[src/rtl/nco_pkg.sv]
// Shared opcodes, write-select encodings and FSM state type for the NCO frame controller.
package nco_pkg;

  localparam logic [3:0] NCO_OP_TUNE   = 4'h1;
  localparam logic [3:0] NCO_OP_WAVE   = 4'h2;
  localparam logic [3:0] NCO_OP_UPDATE = 4'h3;

  localparam logic WR_SEL_TUNE = 1'b0;
  localparam logic WR_SEL_WAVE = 1'b1;

  typedef enum logic [2:0] {
    ST_IDLE,
    ST_CMD,
    ST_DATA,
    ST_WRITE,
    ST_WAIT_END,
    ST_DRAIN
  } nco_state_e;

endpackage

[src/rtl/nco_frame_controller.sv]
// Turns chip-select-delimited SPI byte frames into NCO bank register writes and update strobes.
// Optional NCO_CTRL_ERR_COUNT_EN adds a saturating 8-bit count of rejected frames (o_err_count).
module nco_frame_controller
  import nco_pkg::*;
#(
  parameter int NUM_NCO  = 8,
  parameter int TW_WIDTH = 24
) (
  input  logic                i_clock,
  input  logic                i_reset_n,
  input  logic                i_frame_start,
  input  logic                i_frame_end,
  input  logic                i_byte_valid,
  input  logic [7:0]          i_byte,
  output logic                o_wr_valid,
  input  logic                i_wr_ready,
  output logic                o_wr_sel,
  output logic [3:0]          o_wr_addr,
  output logic [TW_WIDTH-1:0] o_wr_data,
  output logic                o_update,
  output logic                o_frame_err
`ifdef NCO_CTRL_ERR_COUNT_EN
  ,
  output logic [7:0]          o_err_count
`endif
);

  localparam int TW_BYTES = TW_WIDTH / 8;
  localparam int CNT_W    = $clog2(TW_BYTES) + 1;
  localparam logic [CNT_W-1:0] TUNE_LAST = CNT_W'(TW_BYTES - 1);

  nco_state_e          state_q, state_d;
  nco_state_e          dest_q, dest_d;
  logic [CNT_W-1:0]    cnt_q, cnt_d;
  logic                wr_sel_q, wr_sel_d;
  logic [3:0]          wr_addr_q, wr_addr_d;
  logic [TW_WIDTH-1:0] wr_data_q, wr_data_d;
  logic                upd_pend_q, upd_pend_d;
  logic                update_q, update_d;
  logic                frame_err_q, frame_err_d;

  logic [3:0] opcode;
  logic [3:0] index;
  logic       idx_ok;
  logic       last_byte;

  assign opcode    = i_byte[7:4];
  assign index     = i_byte[3:0];
  assign idx_ok    = int'(index) < NUM_NCO;
  assign last_byte = (wr_sel_q == WR_SEL_WAVE) ? (cnt_q == '0) : (cnt_q == TUNE_LAST);

  always_comb begin
    state_d     = state_q;
    dest_d      = dest_q;
    cnt_d       = cnt_q;
    wr_sel_d    = wr_sel_q;
    wr_addr_d   = wr_addr_q;
    wr_data_d   = wr_data_q;
    upd_pend_d  = upd_pend_q;
    update_d    = 1'b0;
    frame_err_d = 1'b0;

    case (state_q)
      ST_IDLE: if (i_frame_start) state_d = ST_CMD;
      ST_WRITE: begin
        // A stalled write always completes; frame events only steer where it lands afterwards.
        if (i_frame_start) dest_d = ST_CMD;
        if (i_byte_valid && dest_d != ST_DRAIN) begin
          dest_d      = ST_DRAIN;
          frame_err_d = 1'b1;
        end
        if (i_frame_end) dest_d = ST_IDLE;
        if (i_wr_ready) state_d = dest_d;
      end
      default: begin
        if (i_frame_start) begin
          state_d = ST_CMD;
        end else begin
          if (i_byte_valid) begin
            case (state_q)
              ST_CMD: begin
                if ((opcode == NCO_OP_TUNE || opcode == NCO_OP_WAVE) && idx_ok) begin
                  state_d   = ST_DATA;
                  wr_sel_d  = (opcode == NCO_OP_WAVE) ? WR_SEL_WAVE : WR_SEL_TUNE;
                  wr_addr_d = index;
                  wr_data_d = '0;
                  cnt_d     = '0;
                end else if (opcode == NCO_OP_UPDATE && idx_ok) begin
                  state_d    = ST_WAIT_END;
                  upd_pend_d = 1'b1;
                end else begin
                  state_d     = ST_DRAIN;
                  frame_err_d = 1'b1;
                end
              end
              ST_DATA: begin
                wr_data_d = (wr_sel_q == WR_SEL_WAVE) ? TW_WIDTH'(i_byte[1:0])
                                                      : ((wr_data_q << 8) | TW_WIDTH'(i_byte));
                cnt_d     = cnt_q + CNT_W'(1);
                if (last_byte) begin
                  state_d = ST_WRITE;
                  dest_d  = ST_WAIT_END;
                end
              end
              ST_WAIT_END: begin
                state_d     = ST_DRAIN;
                frame_err_d = 1'b1;
                upd_pend_d  = 1'b0;
              end
              default: ;
            endcase
          end
          // Frame end is applied after any byte seen in the same cycle.
          if (i_frame_end) begin
            case (state_d)
              ST_CMD:   state_d = ST_IDLE;
              ST_DATA: begin
                state_d     = ST_IDLE;
                frame_err_d = 1'b1;
              end
              ST_WRITE: dest_d = ST_IDLE;
              ST_WAIT_END: begin
                state_d    = ST_IDLE;
                update_d   = upd_pend_d;
                upd_pend_d = 1'b0;
              end
              ST_DRAIN: state_d = ST_IDLE;
              default: ;
            endcase
          end
        end
      end
    endcase

    if (state_d == ST_CMD) begin
      cnt_d      = '0;
      upd_pend_d = 1'b0;
    end
  end

  always_ff @(posedge i_clock or negedge i_reset_n) begin
    if (!i_reset_n) begin
      state_q     <= ST_IDLE;
      dest_q      <= ST_WAIT_END;
      cnt_q       <= '0;
      wr_sel_q    <= WR_SEL_TUNE;
      wr_addr_q   <= '0;
      wr_data_q   <= '0;
      upd_pend_q  <= 1'b0;
      update_q    <= 1'b0;
      frame_err_q <= 1'b0;
    end else begin
      state_q     <= state_d;
      dest_q      <= dest_d;
      cnt_q       <= cnt_d;
      wr_sel_q    <= wr_sel_d;
      wr_addr_q   <= wr_addr_d;
      wr_data_q   <= wr_data_d;
      upd_pend_q  <= upd_pend_d;
      update_q    <= update_d;
      frame_err_q <= frame_err_d;
    end
  end

  // Decoded from state so an asynchronous reset drops the request immediately.
  assign o_wr_valid  = (state_q == ST_WRITE);
  assign o_wr_sel    = wr_sel_q;
  assign o_wr_addr   = wr_addr_q;
  assign o_wr_data   = wr_data_q;
  assign o_update    = update_q;
  assign o_frame_err = frame_err_q;

`ifdef NCO_CTRL_ERR_COUNT_EN
  logic [7:0] err_count_q, err_count_d;

  always_comb begin
    err_count_d = err_count_q;
    if (frame_err_d && err_count_q != 8'hFF) err_count_d = err_count_q + 8'd1;
  end

  always_ff @(posedge i_clock or negedge i_reset_n) begin
    if (!i_reset_n) err_count_q <= '0;
    else            err_count_q <= err_count_d;
  end

  assign o_err_count = err_count_q;
`endif

endmodule

[config.mk]
export PLATFORM = sky130hd
export DESIGN_NAME = nco_frame_controller
export DESIGN_NICKNAME = d
export VERILOG_FILES = /design/src/rtl/nco_pkg.sv /design/src/rtl/nco_frame_controller.sv
export SDC_FILE = /design/constraint.sdc
export NUM_CORES = 1
export LEC_CHECK = 0
export ABC_CLOCK_PERIOD_IN_PS = 2200
export CAP_MARGIN = 5
export CORE_MARGIN = 5
export CORE_UTILIZATION = 51
export DETAILED_ROUTE_END_ITERATION = 10
export PLACE_DENSITY = 0.8
export REMOVE_ABC_BUFFERS = 1
export SETUP_SLACK_MARGIN = 0.3
export SYNTH_ARGS = -nofsm -noshare
export SYNTH_HDL_FRONTEND = slang
export SYNTH_SLANG_ARGS = --single-unit
[constraint.sdc]
create_clock -name i_clock -period 2.2 [get_ports i_clock]
set_input_delay 0.33 -clock i_clock [delete_from_list [all_inputs] [get_ports i_clock]]
set_output_delay 0.33 -clock i_clock [all_outputs]
set_load 0.1 [all_outputs]
==> results of run 1 <==
## cells in the mapped netlist (all sizes together)
library cell | instances | area, um^2
o31ai | 2 | 15.01
nor2b | 3 | 18.77
a221o | 1 | 10.01
inv | 6 | 22.52
o21a | 2 | 15.01
or2 | 1 | 6.260
nor3 | 2 | 10.01
mux2 | 5 | 56.30
o22ai | 3 | 25.02
dfrtp | 40 | 1001
a22o | 3 | 26.28
or4 | 1 | 11.26
nand3b | 3 | 22.52
o2bb2ai | 1 | 8.760
or3b | 1 | 11.26
o311ai | 1 | 26.28
a31o | 1 | 8.760
xnor2 | 1 | 8.760
ha | 3 | 37.54
and4bb | 1 | 12.51
clkbuf | 7 | 26.28
nor2 | 5 | 18.77
mux2i | 3 | 30.03
nor4 | 2 | 27.53
a22oi | 3 | 32.53
nor4b | 3 | 32.53
a211oi | 1 | 7.510
nor3b | 1 | 12.51
buf | 5 | 31.28
nand3 | 4 | 20.02
o22a | 1 | 17.52
a21o | 3 | 22.52
o21ai | 27 | 135.1
a21boi | 2 | 15.01
a21oi | 6 | 37.54
or3 | 3 | 23.77
nand2 | 49 | 183.9
o211ai | 3 | 22.52
nand2b | 8 | 50.05
a2bb2oi | 1 | 8.760
nand4 | 2 | 12.51
a31oi | 5 | 31.28
dfstp | 1 | 26.28
## worst max-delay path, stage by stage (launching register included)
cell      delay (ns)
dfrtp_1         0.41
or3b_4          0.44
o311ai_4        0.30
o22a_4          0.24
buf_4           0.12
o21ai_1         0.06
a22o_1          0.17
## how the worst min path moves through the flow
stage                    to  depth (start not counted)  startpoint
5_1_grt        o_wr_data[4]                          4   i_byte[4]
2_1_floorplan      cnt_q[0]                          0   i_reset_n
4_1_cts        o_wr_data[5]                          3   i_byte[5]
6_report       o_wr_addr[2]                          2   i_reset_n
3_3_place_gp   o_wr_addr[3]                          1   i_reset_n
3_5_place_dp   o_wr_data[1]                          1   i_reset_n
## area by class of cell
type	instances	share of cell area, %
inverter	6	0.7519
multi-input combinational	167	38.60
clock buffer	5	2.297
sequential	41	34.29
tap	50	2.089
clock inverter	3	0.7519
timing repair buffer	75	21.22
## per-layer routing
layer,wire length (um),up-vias
li1,-,945
met1,2235,943
met2,2703,60
met3,328,13
met4,131,0
met5,0,-
## sequential cells by signal, summed over array words and instances, names as in the netlist
name	flops
o_wr_sel	1
o_frame_err	1
o_wr_addr	4
o_wr_data	24
cnt_q	3
o_update	1
dest_q	3
state_q	3
upd_pend_q	1
## power by group through the flow
| stage | Sequential [mW] | Combinational [mW] | Clock (mW) |
|---|---|---|---|
| after floorplan | 1.14 | 0.265 | 0 |
| after global placement | 0.878 | 0.797 | 0 |
| after detailed placement | 0.882 | 0.805 | 0 |
| after CTS | 0.868 | 0.817 | 0.508 |
| after global routing | 0.878 | 0.928 | 0.543 |
| final | 0.869 | 0.877 | 0.499 |
## per-stage QoR
step | hold slack, ns | instances | setup slack (ns) | power [mW]
floorplan | 0.03441 | 214 | -0.5966 | 1.404
global placement | 0.2876 | 336 | -0.09620 | 1.675
detailed placement | 0.2888 | 336 | -0.09933 | 1.687
CTS | 0.4886 | 345 | 0.3084 | 2.193
global route | 0.5139 | 347 | 0.2457 | 2.349
finish | 0.4858 | 347 | 0.3489 | 2.244
## cell usage in the layout, fill, tap and decap left out, types with 2 or more instances in the layout
cell             netlist  final
a21boi_0               2      2
a21o_1                 3      3
a21oi_1                4      4
a21oi_4                0      2
a22o_1                 3      3
a22oi_2                2      2
a31oi_1                5      4
buf_12                 0      2
buf_4                  0     58
clkbuf_8               0      5
clkdlybuf4s50_1        0      6
clkinv_4               0      2
dfrtp_1               40     40
dlygate4sd2_1          0      4
dlymetal6s2s_1         0      2
ha_1                   3      3
inv_1                  6      4
inv_2                  0      2
mux2_2                 5      5
mux2i_1                3      3
nand2_1               49     49
nand2b_1               8      7
nand3_1                4      3
nand3b_1               3      3
nand4_1                2      2
nor2_1                 5      5
nor2b_1                3      3
nor4b_1                2      2
o211ai_1               3      3
o21a_1                 2      2
o21ai_0                7      7
o21ai_1               20     20
or3_1                  2      2
## what timing repair did
action / 4_1_cts / 5_1_grt
hold buffers: 1 / 0
endpoints found under the setup margin: 11 / 10
buffers inserted: 0 / 1
gates resized for setup: 7 / 15
pin swaps: 3 / 7
cloned: 0 / 1
hold endpoints to repair: 18 / 0
## logic make-up after synthesis
group / Yosys count / synth area share [%]
xor gates and xnor gates: 1 / 0.4019
adders and majority gates: 3 / 1.722
buffers and inverters: 18 / 3.674
AOI/OAI and AO/OA: 66 / 21.35
muxes: 8 / 3.961
DFF: 41 / 47.13
and+or+nand+nor: 89 / 21.76
==> impl_metrics.csv, run 1 <==
group,metric,value,unit
layout,drive_gt1_share,34.68,%
critical_path,r2r_cells,6,
global_route,use_met2,33.75,%
global_route,grt.total_usage,20.02,%
sta,setup_viol,0,
critical_path,worstPathArrival,2.04,ns
floorplan,die_h,75.38,um
sta,maxSlewViolCount,0,
layout,nets,313,
clock_tree,cts.sinks,41,
status,status,"complete, no violations",
floorplan,core,4058,um^2
floorplan,io_pins,46,
sta,fmax,540.2,MHz
placed_design,port_buffers,45,
synth,synth_area_per_cell,9.644,um^2
placed_design,gp_congestion,0.8965,
routing,vias,1961,
routing,avgRoutedWirePerCell,15.56,um
flow_run,max-cap-violations,0,
power_and_ir_drop,combPwrFrac,39.1,%
critical_path,worst_setup_path_start_kind,"flop",
routing,drc,0,
power_and_ir_drop,irDropWorstVdd,0.0007054,V
synth,synth_seq_cells,41,
power_and_ir_drop,swShare,39.82,%
critical_path,setup.worst_path.class,"flop to flop",
critical_path,r2r_slack,0.35,ns
sta,slew_headroom,72.10,%
layout,final_area,2995,um^2
synth,netlist_instances,226,
global_route,grt_pass1_vias,1842,
power_and_ir_drop,pwr_density_cell,749.3,nW/um^2
clock_tree,root_buffer,"clkbuf_8",
synth,ys_warn_count,0,
routing,via_per_inst,5.651,
routing,dr.pass1.iters,4,
layout,regArea,1027,um^2
clock_tree,clockBufferDepth,2,
sta,grt_setup_unrepaired,"yes",
layout,fin_util,73.82,%
global_route,grt_max_degree,50,
clock_tree,cts_tree,"yes",
routing,ant_nets,0,
sta,tns,0,ns
layout,diodes,0,
power_and_ir_drop,internal_power,1.351,mW
global_route,antenna_found_initial,0,
synth,ys_seq_area_share,47.13,%
critical_path,worstSetupStartpoint,"state_q[2]",
sta,post-route-period-util,84.14,%
power_and_ir_drop,netSwitchingPower,0.8938,mW
clock_tree,numCtsBuffers,5,
power_and_ir_drop,clkPwrFrac,22.2,%
sta,fin_skew,0.01047,ns
floorplan,fp.dieW,75.38,um
routing,wl,5400,um
critical_path,setup.worst_path.end,"o_frame_err",
global_route,grt_overflow,0,
power_and_ir_drop,seqPwrFrac,38.7,%
global_route,grt_pass1_wl,8680,um
sta,fin_crit,1.851,ns
global_route,use_met3,3.958,%
power_and_ir_drop,leakagePower,1.355,nW
clock_tree,cts.clk_slew.worst_paths,0.09,ns
sta,tightest_slew,0.4166,ns
floorplan,dieArea,5681,um^2
critical_path,path_max_fanout,4,
layout,fillers,296,
min_path,hold_class,"input port to asynchronous set/reset pin",
global_route,grt_busiest_layer,"met2",
critical_path,critical_path_required,2.39,ns
sta,hold_viol,0,
layout,syn2layout_area_growth,37.43,%
clock_tree,clk_latency,0.30,ns
placed_design,placed_area,2778,um^2
routing,drt-initial-drc-count,149,
clock_tree,h-tree-depth,2,
floorplan,rows,23,
global_route,use_met1,26.31,%
synth,synth_cell_types,51,
synth,syn_area,2180,um^2
layout,multiInputGateArea,1156,um^2
placed_design,hpwl,3778,um
critical_path,r2r_start,"state_q[2]",
critical_path,end_kind,"flop",
critical_path,worstReg2RegEnd,"o_frame_err",
floorplan,start_util,53.72,%
Power figures use the tool's default switching activity.
==> run 2: changes to the inputs <==
--- a/config.mk
+++ b/config.mk
@@ -5,7 +5,7 @@
 export SDC_FILE = /design/constraint.sdc
 export NUM_CORES = 1
 export LEC_CHECK = 0
-export ABC_CLOCK_PERIOD_IN_PS = 2200
+export ABC_CLOCK_PERIOD_IN_PS = 1900
 export CAP_MARGIN = 5
 export CORE_MARGIN = 5
 export CORE_UTILIZATION = 51
==> constraint.sdc (replaced) <==
create_clock -name i_clock -period 1.9 [get_ports i_clock]
set_input_delay 0.285 -clock i_clock [delete_from_list [all_inputs] [get_ports i_clock]]
set_output_delay 0.285 -clock i_clock [all_outputs]
set_load 0.1 [all_outputs]
==> impl_metrics.csv, run 2 (same netlist as run 1, synthesis figures left out) <==
group,metric,value,unit
clock_tree,cts.sinks,41,
flow_run,max-cap-violations,0,
critical_path,cp_top_family,"buffers and inverters",
layout,layout_commonest_cell,"buf_4",
critical_path,cp.depth,9,
routing,drt-initial-drc-count,485,
layout,largest_reg_flops,24,
placed_design,placed_area,2910,um^2
sta,setup_ws,-0.03921,ns
floorplan,io_pins,46,
critical_path,end_kind,"flop",
critical_path,worstPathCellList,"buf_6 > buf_6 > buf_6 > nand2b_4 > a31oi_4 > nand4_1 > buf_6 > buf_12 > a22o_1",
global_route,grt.total_usage,28.51,%
power_and_ir_drop,finalPower,3.009,mW
critical_path,crit_buf_inv,5,
routing,avgRoutedWirePerCell,24.68,um
critical_path,r2r_cells,9,
sta,maxSlewViolCount,0,
layout,syn2layout_area_growth,70.03,%
critical_path,cp_common_cell,"buf_6",
global_route,grt_pass1_vias,2394,
critical_path,worst_setup_path_start_kind,"flop",
floorplan,dieArea,5681,um^2
critical_path,path_max_fanout,8,
global_route,grt_overflow,0,
routing,drc,0,
placed_design,port_buffers,45,
sta,grt_setup_unrepaired,"yes",
clock_tree,cts_tree,"yes",
clock_tree,root_buffer,"clkbuf_8",
layout,most-common-layout-cells,"71 x buf_4, 40 x dfrtp_1, 27 x nand2_1, 20 x buf_6, 18 x o21ai_2",
critical_path,cp_slowest_cell,"dfrtp_1",
clock_tree,clk_latency,0.32,ns
sta,fmax,515.7,MHz
layout,drive_gt1_share,58.33,%
critical_path,setup.worst_path.class,"flop to flop",
routing,dr.pass1.iters,5,
critical_path,critical_path.max_stage_delay,0.43,ns
power_and_ir_drop,leakagePower,1.640,nW
status,violations,"setup timing",
sta,post-route-period-util,102.1,%
critical_path,worstPathArrival,2.14,ns
min_path,hold_class,"input port to flop",
floorplan,die_h,75.38,um
clock_tree,h-tree-depth,2,
status,status,"complete, but fails checks",
routing,wl,9550,um
min_path,hold_depth,4,
routing,ant_nets,0,
power_and_ir_drop,irDropWorstVdd,0.0008234,V
sta,slew_headroom,60.35,%
routing,vias,2571,
floorplan,fp.dieW,75.38,um
critical_path,critical_path_required,2.10,ns
placed_design,place_ws,-0.3964,ns
clock_tree,numCtsBuffers,5,
placed_design,hpwl,4118,um
clock_tree,cts.clk_slew.worst_paths,0.10,ns
power_and_ir_drop,pwr_density_cell,811.9,nW/um^2
sta,tightest_slew,0.5947,ns
sta,fin_skew,0.01708,ns
clock_tree,clockBufferDepth,2,
floorplan,core,4058,um^2
floorplan,rows,23,
layout,final_area,3706,um^2
global_route,antenna_found_initial,1,
global_route,grt_max_degree,25,
sta,setup_viol,4,
global_route,grt_pass1_wl,11960,um
floorplan,start_util,53.72,%
sta,fin_crit,1.939,ns
placed_design,gp_congestion,0.8817,
layout,nets,352,
routing,via_per_inst,6.643,
sta,hold_viol,0,
==> run 2: cell count changes in the layout (fill, tap and decap cells not counted), sizes merged <==
cell,delta
diode,+1
clkinv,-2
clkinvlp,+2
clkbuf,-1
buf,+42
dlygate4sd2,-1
clkdlybuf4s15,+1
dlymetal6s2s,-2
==> run 2: final cells by class <==
cell class                      count  area (um^2)
Antenna cell                        1        2.502
Clock buffer                        5        68.82
Clock inverter                      3        25.02
Fill cell                         153        351.6
Inverter                            6        28.78
Multi-Input combinational cell    167         1426
Sequential cell                    41         1027
Tap cell                           50        62.56
Timing Repair Buffer              114         1065
==> run 2: path summary, 6_finish.rpt <==
| path | slack (ns) | from | end |
|---|---|---|---|
| setup / recovery | -0.04 | state_q[1] | o_wr_data[1] |
| max in group asynchronous | 0.71 | i_reset_n | dest_q[2] |
| hold reg to reg | 0.53 | o_wr_data[23] | o_wr_data[23] |
| setup reg to reg | -0.04 | state_q[1] | o_wr_data[1] |
| min in group asynchronous | 0.50 | i_reset_n | o_wr_data[14] |
| hold / removal | 0.34 | i_byte[7] | o_wr_data[7] |
==> run 2: report_power, final <==
part / switching, mW / internal [mW] / total, mW
combinational: 0.836 / 0.528 / 1.36
clock: 0.356 / 0.265 / 0.622
sequential: 0.0712 / 0.953 / 1.02
==> run 2: repair_timing <==
item	in CTS	in global routing
pin swaps	19	35
hold endpoints to repair	22	0
buffers inserted	16	4
hold buffers	1	0
resized for setup	79	65
endpoints found under the setup margin	40	40
gates cloned	5	0
==> run 2: per-stage QoR <==
step | utilization (%) | instances | setup TNS, ns | hold WS (ns)
2_1_floorplan | - | 214 | -21.78 | -0.01059
3_3_place_gp | 71.72 | 352 | -10.84 | 0.2871
3_5_place_dp | 71.72 | 352 | -11.66 | 0.3020
4_1_cts | 84.71 | 382 | 0 | 0.3450
5_1_grt | 91.34 | 387 | -0.4785 | 0.3536
6_report | 91.34 | 387 | -0.1080 | 0.3403
==> run 2: routing by layer <==
metal / vias up / GRT usage [%] / share of wire [%]
li1: 1032 / - / -
met1: 1277 / 35.28 / 37
met2: 203 / 46.69 / 48
met3: 59 / 5.541 / 9.5
met4: 0 / 15.92 / 5.2
met5: - / 0 / 0
==> run 2: worst reg2reg max path, stage by stage, from the launching register on <==
cell	delay (ns)
dfrtp_1	0.43
buf_6	0.12
buf_6	0.10
buf_6	0.10
nand2b_4	0.08
a31oi_4	0.22
nand4_1	0.20
buf_6	0.20
buf_12	0.15
a22o_1	0.23
==> run 3: changes to the inputs <==
--- a/config.mk
+++ b/config.mk
@@ -5,11 +5,12 @@
 export SDC_FILE = /design/constraint.sdc
 export NUM_CORES = 1
 export LEC_CHECK = 0
-export ABC_CLOCK_PERIOD_IN_PS = 1900
+export ABC_CLOCK_PERIOD_IN_PS = 2100
 export CAP_MARGIN = 5
 export CORE_MARGIN = 5
 export CORE_UTILIZATION = 51
 export DETAILED_ROUTE_END_ITERATION = 10
+export MAX_ROUTING_LAYER = met4
 export PLACE_DENSITY = 0.8
 export REMOVE_ABC_BUFFERS = 1
 export SETUP_SLACK_MARGIN = 0.3
==> constraint.sdc (replaced) <==
create_clock -name i_clock -period 2.1 [get_ports i_clock]
set_input_delay 0.315 -clock i_clock [delete_from_list [all_inputs] [get_ports i_clock]]
set_output_delay 0.315 -clock i_clock [all_outputs]
set_load 0.1 [all_outputs]
==> impl_metrics.csv, run 3 (same netlist as run 1, synthesis figures left out) <==
group,metric,value,unit
critical_path,worst_setup_path_start_kind,"flop",
power_and_ir_drop,irDropWorstVdd,0.0005530,V
routing,via_per_inst,5.532,
sta,setup_ws,0.2566,ns
critical_path,end_kind,"flop",
critical_path,path_max_fanout,5,
floorplan,die_h,75.38,um
routing,ant_nets,0,
sta,post-route-period-util,87.78,%
floorplan,dieArea,5681,um^2
critical_path,critical_path_required,2.32,ns
critical_path,setup.worst_path.class,"flop to flop",
power_and_ir_drop,pwr_density_cell,770.7,nW/um^2
layout,nets,327,
clock_tree,cts.clk_slew.worst_paths,0.09,ns
routing,wl,5767,um
layout,diodes,0,
sta,tightest_slew,0.4114,ns
clock_tree,cts_tree,"yes",
global_route,antenna_found_initial,0,
sta,grt_setup_unrepaired,"yes",
routing,dr.pass1.iters,4,
routing,avgRoutedWirePerCell,15.98,um
layout,multiInputGateArea,1164,um^2
placed_design,port_buffers,45,
routing,drc,0,
floorplan,rows,23,
sta,tns,0,ns
global_route,grt_overflow,0,
sta,slew_headroom,72.57,%
global_route,grt.total_usage,23.21,%
flow_run,max-cap-violations,0,
clock_tree,clockBufferDepth,2,
layout,most-common-layout-cells,"64 x buf_4, 49 x nand2_1, 39 x dfrtp_1, 23 x o21ai_1, 7 x buf_6",
layout,syn2layout_area_growth,41.79,%
min_path,hold_class,"input port to flop",
global_route,grt_max_degree,24,
layout,layout_commonest_cell,"buf_4",
routing,drt-initial-drc-count,142,
status,status,"complete, no violations",
placed_design,gp_congestion,0.9319,
floorplan,fp.dieW,75.38,um
sta,setup_viol,0,
floorplan,io_pins,46,
sta,hold_viol,0,
floorplan,start_util,53.72,%
sta,fmax,542.5,MHz
power_and_ir_drop,leakagePower,1.369,nW
clock_tree,h-tree-depth,2,
clock_tree,cts.sinks,41,
layout,fillers,278,
layout,regArea,1028,um^2
floorplan,core,4058,um^2
layout,largest_reg_flops,24,
routing,vias,1997,
sta,fin_skew,0.01217,ns
clock_tree,clk_latency,0.30,ns
critical_path,worstPathArrival,2.06,ns
sta,fin_crit,1.843,ns
clock_tree,root_buffer,"clkbuf_8",
sta,maxSlewViolCount,0,
placed_design,place_ws,-0.1923,ns
global_route,grt_pass1_wl,9687,um
layout,drive_gt1_share,39.23,%
clock_tree,numCtsBuffers,5,
placed_design,hpwl,4121,um
global_route,grt_pass1_vias,2023,
==> run 3: cell type report <==
cell class,instances,share of cell area (%)
clock buffers,6,2.348
inverters,6,0.7287
well taps,50,2.024
repair buffers,89,23.48
multi-input cells,167,37.65
flip-flops and latches,41,33.28
clock inverters,2,0.4858
==> run 3: per-stage QoR <==
step	hold slack (ns)	power (mW)	instance area, um^2	std cells	util (%)
floorplan	0.01941	1.471	2122	214	-
global placement	0.2696	1.755	2818	343	69.44
detailed placement	0.2687	1.773	2818	343	69.44
CTS	0.4539	2.339	3032	360	74.71
global route	0.4705	2.487	3090	361	76.16
finish	0.4473	2.382	3090	361	76.16
==> run 3: worst paths after layout <==
check | from | end | slack, ns | cells past startpoint
max in group asynchronous | i_reset_n | dest_q[2] | 1.00 | 3
hold reg to reg | o_wr_data[20] | o_wr_data[20] | 0.49 | 2
hold / removal | i_byte[4] | o_wr_data[4] | 0.45 | 4
setup / recovery | state_q[0] | upd_pend_q | 0.26 | 6
setup reg to reg | state_q[0] | upd_pend_q | 0.26 | 6
min in group asynchronous | i_reset_n | o_wr_data[6] | 0.50 | 2
==> run 3: where the power goes <==
part           switching [mW]  internal (mW)
clock                   0.284          0.234
combinational           0.602          0.343
sequential             0.0551          0.864
==> run 3: metal layers <==
metal	wire [um]	GRT usage, %	part of all wire (%)
met5	0	-	0
met2	2912	37.78	50
met1	2489	28.95	43
met3	293	3.430	5.1
met4	71	9.709	1.2
==> run 3: worst max-delay path: stages, from the launching register on <==
cell      delay [ns]
dfrtp_2         0.44
or3b_4          0.43
o311ai_4        0.29
o22a_4          0.22
o22ai_2         0.09
buf_6           0.14
a22oi_2         0.14
==> run 3: repair_timing <==
item                                   in CTS  in global routing
hold buffers                                1                  0
endpoints found under the hold margin      17                  0
resized for setup                          23                 17
pin swaps                                  11                  1
buffers inserted                            5                  1
gates cloned                                3                  0
setup endpoints to repair                  37                 37
==> patch 1: new RTL, flow settings as in run 2 <==
`TW_WIDTH`: 24 -> 36.
--- a/src/rtl/nco_frame_controller.sv
+++ b/src/rtl/nco_frame_controller.sv
@@ -4,7 +4,7 @@
   import nco_pkg::*;
 #(
   parameter int NUM_NCO  = 8,
-  parameter int TW_WIDTH = 24
+  parameter int TW_WIDTH = 36
 ) (
   input  logic                i_clock,
   input  logic                i_reset_n,
Interface: changed (resized o_wr_data); port bits go from 46 to 58. No check against the original RTL was run, so the function may have changed too.
==> patch 1 against run 2 <==
The flow still finishes with violations (setup timing). Area after synthesis grew 22%. Worst setup slack got worse by 0.020 ns. Non-clock buffer count rose by 16. Sequential cell count increased by 12. Core utilization is 1.4 points lower. Die area up 19%. Routed wire length grew 29%. Design area grew 23%. Critical path type unchanged. Highest routed layer unchanged.
Power is not compared: it rests on default switching activity, and its combinational part moved more than twofold at a synthesized area within 25%.
==> patch 1: results (changes against run 2) <==
Metal2 WL - 5.96 mm (was 4.63 mm)
Synth area leaders - dfrtp_1 49%, nand2_1 11%, o21ai_1 5.6% (was dfrtp_1 46%, nand2_1 8.4%, o21ai_1 4.6%)
Routed metal-1 wirelength - 4.39 mm (was 3.51 mm)
Depth of the worst register-to-register path - 8 (was 9)
Met1 GRT Util - 33.0% (was 35.3%)
Violated checks - setup timing (unchanged)
Post-synthesis xor/xnor area fraction - 1.60% (was 0.402%)
RR Endpoint - cnt_q[2] (was o_wr_data[1])
Avg Cell Area, Syn - 9.29 sq um (was 9.64 sq um)
Placed cells - 442 (was 352)
Kind of cell adding the most delay to the critical path - compound AO/OA/AOI/OAI gates (was buffers and inverters)
DR vias - 3139 (was 2571)
Mux cell area share after synthesis - 1.65% (was 3.96%)
Worst-path clk slew - 0.11 ns
Seq/Total Area, Yosys - 50.0% (was 47.1%)
Setup TNS - -0.281 ns (was -0.108 ns)
Peak VDD IR - 0.762 mV
Vias in the first global route - 2861 (was 2394)
Dominant synthesized flop cell - dfrtp_1 (unchanged)
Ratio of cells with drive above 1 in the final layout - 57.0% (was 58.3%)
Hold depth - 4 (unchanged)
Commonest cells in the synthesized netlist - 77 x nand2_1, 52 x dfrtp_1, 30 x o21ai_1 (was 49 x nand2_1, 40 x dfrtp_1, 20 x o21ai_1)
Outcome - finished with violations (unchanged)
Final GP Congestion - 0.952 (was 0.882)
Net switching power - 0.00328 W
First-pass GRT wire length - 14.5 mm (was 12.0 mm)
Initial antenna violation count - 0 (was 1)
M3 GR Usage - 4.56% (was 5.54%)
Actual slew at the worst max-slew pin - 0.543 ns (was 0.595 ns)
Pre-CTS WS - -0.340 ns (was -0.396 ns)
Dpl hpwl - 5.11 mm (was 4.12 mm)
Drt initial violations - 313 (was 485)
Worst r2r src - state_q[0] (was state_q[1])
Fin nets - 425 (was 352)
Final setup violation count - 11 (was 4)
Total global routing track utilization - 28.9% (was 28.5%)
Largest net degree at the start of global routing - 35 (was 25)
Antenna cells - 0 (was 1)
Wire length on met3 - 1.17 mm (was 910 um)
I/O Buffers - 57 (was 45)
Fin Hold WS - 0.443 ns (was 0.340 ns)
Distinct cell type count after synthesis - 61 (was 51)
Crit-path max FO - 5 (was 8)
Avg WL per Cell - 25.6 um (was 24.7 um)
CP max stage delay - 0.45 ns (was 0.43 ns)
Adder-cell share of the synthesized area - 1.41% (was 1.72%)
Routing usage on met2 - 51.9% (was 46.7%)
Compound-Gate Fraction of Synth Area - 18.3% (was 21.4%)
Vias per Instance - 6.55 (was 6.64)
Final worst slack - -0.0595 ns (was -0.0392 ns)
Placed Area - 3510 sq um (was 2910 sq um)
Largest register FFs - 36 (was 24)
Clk_skew - 0.0150 ns (was 0.0171 ns)
Fraction of registers with async set/reset - 100% (unchanged)
==> patch 1: cell count changes after synthesis, sizes merged, moves of 4 or more <==
cell,run 2,this run
nor3,2,13
dfrtp,40,52
buf,5,9
o21ai,27,41
nand2,49,77
==> patch 1: worst max-delay path by stage <==
stage	endpoint	from	slack, ns	cells past startpoint
after floorplan	o_wr_data[0]	state_q[0]	-0.47	4
after global placement	cnt_q[1]	i_byte[3]	-0.21	8
after detailed placement	upd_pend_q	i_byte[3]	-0.34	8
after CTS	dest_q[2]	state_q[0]	0.11	7
after global routing	cnt_q[1]	state_q[0]	-0.14	8
final	cnt_q[2]	state_q[0]	-0.06	8
==> patch 1: final cells by class <==
type                            instances  area, sq um
Timing Repair Buffer                  130         1310
Sequential cell                        53         1330
Multi-Input combinational cell        209         1710
Clock inverter                          3         26.3
Clock buffer                            5         68.8
Inverter                                9         33.8
Tap cell                               70         87.6
Fill cell                             170          510
==> patch 1: power by group through the flow <==
| stage | logic, W | registers (W) | clock network (W) |
|---|---|---|---|
| floorplan | 0.000581 | 0.00306 | 0 |
| global placement | 0.00283 | 0.00157 | 0 |
| detailed placement | 0.00288 | 0.00158 | 0 |
| CTS | 0.00316 | 0.00157 | 0.000690 |
| global route | 0.00371 | 0.00170 | 0.000762 |
| finish | 0.00362 | 0.00169 | 0.000716 |
==> patch 1: kinds of logic after synthesis <==
| kind of cell | Yosys count |
|---|---|
| and+or+nand+nor | 123 |
| buffers and inverters | 24 |
| muxes | 4 |
| DFF | 53 |
| adders and majority gates | 3 |
| xor gates and xnor gates | 4 |
| AOI/OAI and AO/OA | 75 |
==> patch 1: what timing repair did <==
item,CTS,global route
gates resized for setup,73,93
setup endpoints to repair,52,54
setup buffers,15,5
pin swaps,24,38
cloned,5,3
hold buffers,1,0
hold endpoints to repair,18,0
==> patch 2: new RTL, config.mk and constraints of run 2 <==
Without the edit above. Encoding of `nco_state_e`: now one-hot (6 bits for 6 states).
--- a/src/rtl/nco_pkg.sv
+++ b/src/rtl/nco_pkg.sv
@@ -8,13 +8,13 @@
   localparam logic WR_SEL_TUNE = 1'b0;
   localparam logic WR_SEL_WAVE = 1'b1;
 
-  typedef enum logic [2:0] {
-    ST_IDLE,
-    ST_CMD,
-    ST_DATA,
-    ST_WRITE,
-    ST_WAIT_END,
-    ST_DRAIN
+  typedef enum logic [5:0] {
+    ST_IDLE     = 6'b000001,
+    ST_CMD      = 6'b000010,
+    ST_DATA     = 6'b000100,
+    ST_WRITE    = 6'b001000,
+    ST_WAIT_END = 6'b010000,
+    ST_DRAIN    = 6'b100000
   } nco_state_e;
 
 endpackage
Check against the original RTL: no difference found for any inputs over 4 cycles, from zero or initial values and one cycle with i_reset_n low; so few cycles prove little.
==> patch 2 against run 2 <==
The flow still finishes with violations (setup timing). Area after synthesis up 11%. Routed wire length up 14%. Combinational power up 12%. Sequential cell count up 6. Power up 15%. Fmax down 24%. Global-route usage up 2.0 points. Design area up 12%. Die area up 9.4%. Worst setup slack worse by 0.62 ns. Via count up 15%. Clock skew down 0.0055 ns.
==> patch 2: results (changes against run 2) <==
Max transition margin - 64.3% (was 60.4%)
Slowest cell on crit path - or4_4 (was dfrtp_1)
CTS root buffer - clkbuf_8 (unchanged)
Synth Register Bits - 47 (was 41)
Adder-cell share of the synthesized area - 1.55% (was 1.72%)
Seq/Total Area, Yosys - 48.8% (was 47.1%)
I/O Buffers - 45 (unchanged)
CP max stage delay - 0.55 ns (was 0.43 ns)
Final GP Congestion - 0.951 (was 0.882)
First-pass GRT wire length - 14.7 mm (was 12.0 mm)
YS warnings - 0 (unchanged)
Dominant synthesized flop cell - dfrtp_1 (unchanged)
Fraction of registers with async set/reset - 100% (unchanged)
Dpl hpwl - 5.38 mm (was 4.12 mm)
Largest net degree at the start of global routing - 23 (was 25)
Final setup violation count - 47 (was 4)
Post-synthesis xor/xnor area fraction - 0.725% (was 0.402%)
Outcome - finished with violations (unchanged)
H-tree depth - 2 (unchanged)
Antenna cells - 0 (was 1)
Violated checks - setup timing (unchanged)
Worst-path clk slew - 0.10 ns (about the same)
Worst EP arrival - 2.74 ns (was 2.14 ns)
Ratio of cells with drive above 1 in the final layout - 48.5% (was 58.3%)
Distinct cell type count after synthesis - 55 (was 51)
Max clock buf depth - 2 (unchanged)
Commonest cells in the synthesized netlist - 54 x nand2_1, 45 x dfrtp_1, 34 x o21ai_0 (was 49 x nand2_1, 40 x dfrtp_1, 20 x o21ai_1)
Total global routing track utilization - 30.5% (was 28.5%)
Filler cells - 197 (was 153)
Syn Inst Count - 260 (was 226)
Total Wirelength - 10.9 mm (was 9.55 mm)
Placed Area - 3400 sq um (was 2910 sq um)
Synth area leaders - dfrtp_1 47%, nand2_1 8.4%, o21ai_0 7.0% (was dfrtp_1 46%, nand2_1 8.4%, o21ai_1 4.6%)
Drt initial violations - 443 (was 485)
Crit-path max FO - 4 (was 8)
Drt pass-1 iters - 5 (unchanged)
Vias in the first global route - 2856 (was 2394)
Final worst slack - -0.661 ns (was -0.0392 ns)
Final Instance Count excl. Fillers - 458 (was 387)
Clk_skew - 0.0115 ns (was 0.0171 ns)
CTS buffer count - 5 (unchanged)
Peak VDD IR - 0.661 mV (was 0.823 mV)
Vias per Instance - 6.46 (was 6.64)
Largest register FFs - 24 (unchanged)
Initial antenna violation count - 0 (was 1)
P_leak - 1.95 nW (was 1.64 nW)
Setup TNS - -16.45 ns (was -0.108 ns)
Worst skew pair latency - 0.31 ns
Placed cells - 423 (was 352)
Min-Delay Path Class - in -> async (was in -> reg)
Compound-Gate Fraction of Synth Area - 20.5% (was 21.4%)
Mux cell area share after synthesis - 2.23% (was 3.96%)
[patch 2: final timing paths]
path	startpoint	endpoint	cells past startpoint	slack, ns
setup / recovery	cnt_q[0]	cnt_q[1]	9	-0.66
hold / removal	i_reset_n	o_wr_data[15]	2	0.49
hold reg to reg	o_wr_data[20]	o_wr_data[20]	2	0.50
setup reg to reg	cnt_q[0]	cnt_q[1]	9	-0.66
max in group asynchronous	i_reset_n	dest_q[4]	3	0.72
min in group i_clock	o_wr_data[20]	o_wr_data[20]	2	0.50
[patch 2: final cells by class]
cell class | count | area (sq um) | area share [%]
repair buffers | 148 | 1290 | 31.2
inverters | 10 | 37.5 | 0.908
multi-input cells | 191 | 1450 | 35.0
flip-flops and latches | 47 | 1180 | 28.5
clock buffers | 5 | 68.8 | 1.66
clock inverters | 3 | 46.3 | 1.12
well taps | 54 | 67.6 | 1.63
[patch 2: power by group]
group          leakage (nW)  switching (W)  internal [W]
sequential            0.640      0.0000642       0.00109
combinational          1.25       0.000882      0.000634
clock                0.0548       0.000380      0.000397
[patch 2: cells by family after synthesis]
kind of cell,Yosys count
xor gates and xnor gates,2
muxes,5
buffers and inverters,22
AOI/OAI and AO/OA,74
adders and majority gates,3
and+or+nand+nor,107
DFF,47
[patch 2: timing repair]
| action | in CTS | in global routing |
|---|---|---|
| hold buffers | 1 | 0 |
| endpoints found under the hold margin | 20 | 0 |
| gates resized for setup | 53 | 23 |
| pin swaps | 27 | 7 |
| gates cloned | 3 | 0 |
| endpoints found under the setup margin | 48 | 48 |
| buffers inserted | 15 | 8 |
[patch 2: worst max-delay path: cells and delay by family, from the launching register on]
| kind | cells | cell delay (ns) |
|---|---|---|
| buf+inv | 2 | 0.21 |
| mux | 1 | 0.09 |
| simple gates | 3 | 0.90 |
| fa+ha+maj | 1 | 0.22 |
| flops | 1 | 0.41 |
| compound gates | 2 | 0.60 |
[patch 2: metal layers]
layer / share of wire, % / track usage [%]
met5: 0 / 0
met4: 7.0 / 12.5
met3: 7.6 / 4.99
met2: 49 / 54.5
met1: 36 / 36.5
[patch 2: metrics by stage]
| step | setup slack, ns | hold slack, ns |
|---|---|---|
| after global placement | -0.603 | 0.274 |
| after detailed placement | -0.629 | 0.280 |
| final | -0.661 | 0.487 |
| after floorplan | -1.64 | -0.0106 |
| after global routing | -0.700 | 0.524 |
| after CTS | -0.530 | 0.487 |
